## src/rtl/alu_pkg.sv

```systemverilog
// ============================================================================
// alu_pkg : shared FSM state codes, width defaults and ALU opcodes
// Rev 1.0
// ============================================================================
`default_nettype none

package alu_pkg;

   localparam int DEF_NB_DATA = 8;
   localparam int DEF_NB_OP   = 6;
   localparam int STATE_W     = 3;

   localparam logic [STATE_W-1:0] WAIT_A  = 3'd0;
   localparam logic [STATE_W-1:0] WAIT_B  = 3'd1;
   localparam logic [STATE_W-1:0] WAIT_OP = 3'd2;
   localparam logic [STATE_W-1:0] SEND    = 3'd3;
   localparam logic [STATE_W-1:0] WAIT_TX = 3'd4;

   localparam logic [5:0] ADD = 6'b100000;
   localparam logic [5:0] SUB = 6'b100010;
   localparam logic [5:0] AND = 6'b100100;
   localparam logic [5:0] OR  = 6'b100101;
   localparam logic [5:0] XOR = 6'b100110;
   localparam logic [5:0] NOR = 6'b100111;
   localparam logic [5:0] SRA = 6'b000011;
   localparam logic [5:0] SRL = 6'b000010;

endpackage

`default_nettype wire

```

## src/rtl/alu_if_timeout.sv

```systemverilog
// ============================================================================
// alu_if_timeout : idle down-counter that flags an abandoned partial frame
// Rev 1.0
// ============================================================================
`default_nettype none

module alu_if_timeout #(
   parameter int TIMEOUT_CYCLES = 50_000_000
) (
   input  logic clk,
   input  logic reset,
   input  logic load,
   input  logic count_en,
   output logic expired
);

   localparam int CNT_W = $clog2(TIMEOUT_CYCLES + 1);
   localparam logic [CNT_W-1:0] RELOAD = CNT_W'(TIMEOUT_CYCLES);
   localparam logic [CNT_W-1:0] ONE    = CNT_W'(1);

   logic [CNT_W-1:0] count_d, count_q;

   always_comb begin
      count_d = count_q;
      if (load)
         count_d = RELOAD;
      else if (count_en && (count_q != '0))
         count_d = count_q - ONE;
   end

   // Flag on the edge that takes the count to zero so the FSM leaves on that same edge.
   assign expired = count_en && !load && (count_q <= ONE);

   always_ff @(posedge clk) begin
      if (reset)
         count_q <= '0;
      else
         count_q <= count_d;
   end

endmodule

`default_nettype wire

```

## src/rtl/alu_uart_interface.sv

```systemverilog
// ============================================================================
// alu_uart_interface : collects A/B/opcode bytes from UART, sends ALU result
// Optional partial-frame timeout with ALU_IF_TIMEOUT_EN.  Rev 1.0
// ============================================================================
`default_nettype none

module alu_uart_interface
   import alu_pkg::*;
#(
   parameter int NB_DATA        = DEF_NB_DATA,
   parameter int NB_OP          = DEF_NB_OP,
   parameter int TIMEOUT_CYCLES = 50_000_000
) (
   input  logic               clk,
   input  logic               reset,
   input  logic [NB_DATA-1:0] rx_data,
   input  logic               rx_done,
   input  logic               tx_busy,
   input  logic               tx_done,
   input  logic [NB_DATA-1:0] alu_result,
   output logic [NB_DATA-1:0] alu_a,
   output logic [NB_DATA-1:0] alu_b,
   output logic [NB_OP-1:0]   alu_op,
   output logic [NB_DATA-1:0] tx_data,
   output logic               tx_start,
   output logic [2:0]         state
);

   logic [STATE_W-1:0] state_d, state_q;
   logic [NB_DATA-1:0] alu_a_d, alu_a_q;
   logic [NB_DATA-1:0] alu_b_d, alu_b_q;
   logic [NB_OP-1:0]   alu_op_d, alu_op_q;
   logic [NB_DATA-1:0] tx_data_d, tx_data_q;
   logic               tx_start_d, tx_start_q;
   logic               timeout_expired;

`ifdef ALU_IF_TIMEOUT_EN
   alu_if_timeout #(
      .TIMEOUT_CYCLES (TIMEOUT_CYCLES)
   ) u_timeout (
      .clk      (clk),
      .reset    (reset),
      .load     (rx_done),
      .count_en ((state_q == WAIT_B) || (state_q == WAIT_OP)),
      .expired  (timeout_expired)
   );
`else
   logic unused_timeout_cfg;
   assign unused_timeout_cfg = (TIMEOUT_CYCLES == 0);
   assign timeout_expired    = 1'b0;
`endif

   always_comb begin
      state_d    = state_q;
      alu_a_d    = alu_a_q;
      alu_b_d    = alu_b_q;
      alu_op_d   = alu_op_q;
      tx_data_d  = tx_data_q;
      tx_start_d = 1'b0;
      case (state_q)
         WAIT_A: begin
            if (rx_done) begin
               alu_a_d = rx_data;
               state_d = WAIT_B;
            end
         end
         WAIT_B: begin
            if (rx_done) begin
               alu_b_d = rx_data;
               state_d = WAIT_OP;
            end else if (timeout_expired) begin
               state_d = WAIT_A;
            end
         end
         WAIT_OP: begin
            if (rx_done) begin
               alu_op_d = rx_data[NB_OP-1:0];
               state_d  = SEND;
            end else if (timeout_expired) begin
               state_d = WAIT_A;
            end
         end
         SEND: begin
            if (!tx_busy) begin
               tx_data_d  = alu_result;
               tx_start_d = 1'b1;
               state_d    = WAIT_TX;
            end
         end
         // Bytes arriving here are deliberately dropped; there is no buffering.
         WAIT_TX: begin
            if (tx_done)
               state_d = WAIT_A;
         end
         default: state_d = WAIT_A;
      endcase
   end

   always_ff @(posedge clk) begin
      if (reset) begin
         state_q    <= WAIT_A;
         alu_a_q    <= '0;
         alu_b_q    <= '0;
         alu_op_q   <= '0;
         tx_data_q  <= '0;
         tx_start_q <= 1'b0;
      end else begin
         state_q    <= state_d;
         alu_a_q    <= alu_a_d;
         alu_b_q    <= alu_b_d;
         alu_op_q   <= alu_op_d;
         tx_data_q  <= tx_data_d;
         tx_start_q <= tx_start_d;
      end
   end

   assign alu_a    = alu_a_q;
   assign alu_b    = alu_b_q;
   assign alu_op   = alu_op_q;
   assign tx_data  = tx_data_q;
   assign tx_start = tx_start_q;
   assign state    = state_q;

endmodule

`default_nettype wire

```

## config.mk

```make
export PLATFORM = sky130hd
export DESIGN_NAME = alu_uart_interface
export DESIGN_NICKNAME = d
export VERILOG_FILES = /design/src/rtl/alu_pkg.sv /design/src/rtl/alu_if_timeout.sv /design/src/rtl/alu_uart_interface.sv
export SDC_FILE = /design/constraint.sdc
export NUM_CORES = 1
export LEC_CHECK = 0
export CAP_MARGIN = 30
export CELL_PAD_IN_SITES_DETAIL_PLACEMENT = 1
export CELL_PAD_IN_SITES_GLOBAL_PLACEMENT = 1
export CORE_ASPECT_RATIO = 1.25
export CORE_MARGIN = 2
export CORE_UTILIZATION = 30
export CTS_CLUSTER_SIZE = 12
export DETAILED_ROUTE_END_ITERATION = 10
export PLACE_DENSITY = 0.81
export SLEW_MARGIN = 20
export SYNTH_ARGS = -nofsm -noshare
export SYNTH_HDL_FRONTEND = slang
export SYNTH_SLANG_ARGS = --single-unit
```

## constraint.sdc

```tcl
create_clock -name clk -period 1.8 [get_ports clk]
set_clock_uncertainty 0.2 [all_clocks]
set_input_delay 0.18 -clock clk [delete_from_list [all_inputs] [get_ports clk]]
set_output_delay 0.18 -clock clk [all_outputs]
set_load 0.005 [all_outputs]
```

# Word level (Yosys, flattened, before mapping)
# Cells that the tools add are included.
# classes
n_eq_ne,9
muxes,7
n_bitwise,2
reduce_logical,7
# ops
operator,count
3-bit 2-to-1 mux,5
3-bit one-hot mux with 5 select lines,1
"2-bit != test, second input constant",5
2-bit AND reduction,4
"3-bit by 2-bit == test with 1-bit output, second input constant",2
5-bit AND reduction,1
"3-bit by 1-bit == test with 1-bit output, second input constant",1
"3-bit == test, second input constant",1
3-bit logical NOT,1
1-bit inverter,2
2-bit OR reduction,1
1-bit 2-to-1 mux,1
# word_totals
register_bits,34
inputBits,21
output_inout_bits,34
word_cells,31

# Depth between registers and ports, before layout
# logic_depth
word_depth,3
ltp_mapped,5
mapped_depth_nobuf,3

# Worst setup path after synthesis
# OpenSTA, ideal clock, no wires.
# synth_timing
kind,register to register
start,reg state_q[2] (netlist: state[2])
end,reg alu_a_q[0] (netlist: alu_a[0])
setup_time_ns,0.132
arrival_ns,1.203
required_time_ns,1.468
path_slack_ns,0.265
path_stages_with_launch,6
path_buffers,2
period_less_slack_ns,1.535
path_cell_list,dfxtp_1 -> buf_6 -> or4b_4 -> buf_6 -> nand2_1 -> a21oi_1
# synth_via
elab_chain_len,2
# synth_lines
item,line_no,text
start: declaration,alu_uart_interface.sv:29,"logic [STATE_W-1:0] state_d, state_q;"
start signal: assignment,alu_uart_interface.sv:108,state_q <= state_d;
3-bit logical NOT,alu_uart_interface.sv:60,case (state_q)
2-bit AND reduction (no line),--,
end signal: assignment,alu_uart_interface.sv:109,alu_a_q <= alu_a_d;
end: declaration,alu_uart_interface.sv:30,"logic [NB_DATA-1:0] alu_a_d, alu_a_q;"
# Every way passes these cells.
# A chain may end at the register's enable or synchronous reset.

# Final worst setup path
# layout_timing
start,reg state_q[0] (netlist: state[0])
end,reg tx_data_q[3] (netlist: tx_data[3])
# layout_via
elab_chain_len,2
# layout_lines
item,line_no,text
3-bit by 2-bit == test with 1-bit output,alu_uart_interface.sv:60,
2-bit AND reduction (no line),--,
end signal: assignment,alu_uart_interface.sv:112,tx_data_q <= tx_data_d;
end: declaration,alu_uart_interface.sv:33,"logic [NB_DATA-1:0] tx_data_d, tx_data_q;"
# Every way passes these cells.

==> results.yml <==
status:
  status: "finished, final reports clean"
setup_path:
  rr_worst_depth: 4
  crit_type: "flop to flop"
  critPathLaunch: "state[0]$_SDFFE_PP0P_"
  endpoint: "tx_data[3]$_SDFFE_PP0P_"
  reg2reg_from: "state[0]$_SDFFE_PP0P_"
  worstSetupStartpointType: "flop"
  worstPathRequired_ns: 1.76
  reg2reg_to: "tx_data[3]$_SDFFE_PP0P_"
  worstPathMaxFanout: 10
  cp.arrival_ns: 1.65
  endpoint_kind: "flop"
  ff2ff_setup_slack_ns: 0.11
final_layout:
  fin_nets: 215
  drive_gt1_share_pct: 9.28
  utilization_pct: 47.4
  multi_input_area_um2: 544
  ff_latch_area_um2: 682
  fillerInstances: 492
  area_delta_synth_final_pct: 50.5
  antennaDiodeCount: 0
pwr:
  peakVddDrop_v: 0.000423
  power.density_mw_per_mm2: 788
  p_leak_nw: 0.684
global_routing:
  grt_usage_pct: 16.1
  grt_pass1_vias: 1221
  met3_usage_pct: 4.64
  use_met2_pct: 27.4
  busiest_layer: "met2"
  grt_overflow_total: 0
  grt_pass1_wl_mm: 6.07
  met1_usage_pct: 18.2
  antenna_found_initial: 0
  grt_max_degree: 23
placement:
  port_buffers: 54
  gp_congestion: 0.761
  dp_hpwl_mm: 2.81
timing:
  timing.final.crit_share_pct: 93.8
  holdWs_ns: 0.252
  slew_viol_final: 0
  clock.fmax_ghz: 0.592
  relSlewSlack_pct: 66.7
  tightest_slew_ns: 0.496
  tns_ns: 0
  hold_viol_final: 0
  fin_crit_ns: 1.69
  finalSetupViolCount: 0
  rsz0062_at_grt: "no"
synthesis:
  synthMostInstantiatedCell: "dfxtp_1"
  yosys_warnings: 0
  synth-edff-count: 0
  synth-main-ff-cell: "dfxtp_1"
  netlist_area_mm2: 0.00130
  synth_cells: 140
  synth_cell_types: 20
  synth_area_per_cell_um2: 9.29
  async_flop_share_pct: 0
  synth_area_leader_cell: "dfxtp_1"
  synth_nets: 161
  synth_top_area_share_pct: 52.4
  synth_area_leaders: "dfxtp_1 52%, mux2i_1 11%, nand2_1 9.5%"
  synth_commonest_cells: "34 x dfxtp_1, 33 x nand2_1, 19 x a21oi_1"
  synth_seq_cells: 34
  synth-seq-area-share_pct: 52.4
worst_hold_path:
  hold_path.class: "input port to flop"
routing:
  drtIter0Drc: 25
  totalWireLength_mm: 3.67
  routedWlPerCell_um: 14.7
  vias: 1160
  via_per_inst: 4.64
  drcViolationCount: 0
  final_antenna_net_count: 0
  dr.pass1.iters: 4
clocking:
  htree_num_levels: 2
  ctsLongestPathBuffers: 2
  cts_sinks: 34
  cts-root-buf: "clkbuf_8"
  cts_setup_buffers: 0
  cts_buffers: 5
  cts.clk_slew.worst_paths_ns: 0.07
  clock_latency_ns: 0.28
  post_cts_resized: 1
  hold_buffers: 0
  cts_tree: "yes"
floorplan:
  start_util_pct: 31.5
  ioPinCount: 55
  die_h_um: 77.6
  rows: 26
  die_w_um: 62.9
  dieArea_mm2: 0.00488
  core_area_mm2: 0.00413
flow_run:
  drv_cap: 0
[critical path, stage by stage, from the launching register on]
cell	delay (ns)
dfxtp_1	0.45
buf_4	0.20
nand4bb_1	0.42
nand2_1	0.22
a21oi_1	0.08
[metrics by stage]
stage               instances  area, um^2  total power, mW  setup slack (ns)
floorplan                 140        1300            0.906             0.265
global placement          243        1880             1.02            0.0931
detailed placement        243        1880             1.03           0.00669
CTS                       250        1960             1.56             0.127
global route              250        1960             1.62            0.0450
finish                    250        1960             1.54             0.111
[registers in the layout (all words and copies together) (netlist names)]
signal / flops
state: 3
alu_b: 8
tx_start: 1
alu_op: 6
alu_a: 8
tx_data: 8
[worst min path at each step]
| stage | start | endpoint | depth (start not counted) |
|---|---|---|---|
| floorplan | rx_data[0] | alu_a[0]$_SDFFE_PP0P_ | 2 |
| global placement | tx_data[0]$_SDFFE_PP0P_ | tx_data[0]$_SDFFE_PP0P_ | 2 |
| detailed placement | alu_a[1]$_SDFFE_PP0P_ | alu_a[1]$_SDFFE_PP0P_ | 2 |
| CTS | alu_result[4] | tx_data[4]$_SDFFE_PP0P_ | 3 |
| global route | alu_result[4] | tx_data[4]$_SDFFE_PP0P_ | 3 |
| finish | alu_result[3] | tx_data[3]$_SDFFE_PP0P_ | 3 |
[cell type report]
cell class,instances,share of cell area [%]
clock buffers,5,3.52
clock inverters,2,0.512
inverters,1,0.192
multi-input cells,93,27.8
flip-flops and latches,34,34.8
well taps,56,3.58
repair buffers,59,29.5
[cell families (layout without fill, tap and decap cells)]
| logic type | after synthesis | count (layout) | share of synthesized area (%) |
|---|---|---|---|
| and+or+nand+nor | 58 | 58 | 22.8 |
| muxes | 14 | 14 | 10.8 |
| buffers and inverters | 13 | 67 | 5.77 |
| AOI/OAI and AO/OA | 21 | 21 | 8.28 |
| DFF | 34 | 34 | 52.4 |
[placed cells by master (no fill, tap or decap)]
| master | instances |
|---|---|
| and4bb_2 | 3 |
| a211oi_1 | 1 |
| nand3b_1 | 1 |
| buf_4 | 5 |
| nand2b_1 | 1 |
| nor2_1 | 15 |
| o21ai_0 | 1 |
| mux2i_1 | 14 |
| a21oi_1 | 19 |
| or4b_4 | 1 |
| inv_1 | 1 |
| clkbuf_8 | 5 |
| nor4b_4 | 1 |
| nor4_1 | 1 |
| dfxtp_1 | 33 |
| or4b_1 | 1 |
| clkdlybuf4s50_1 | 54 |
| clkinv_2 | 2 |
| nand4bb_1 | 1 |
| nand2_1 | 33 |
| dfxtp_2 | 1 |
[layer usage]
metal	vias up	share of wire, %
met2	29	53
met4	0	1.6
met1	558	42
met3	4	3.8
met5	-	0
li1	569	-
[power by group]
group | internal [mW] | switching (mW) | total, mW
sequential | 0.780 | 0.0196 | 0.800
clock | 0.259 | 0.267 | 0.527
combinational | 0.128 | 0.0869 | 0.214
Power figures use the tool's default switching activity.
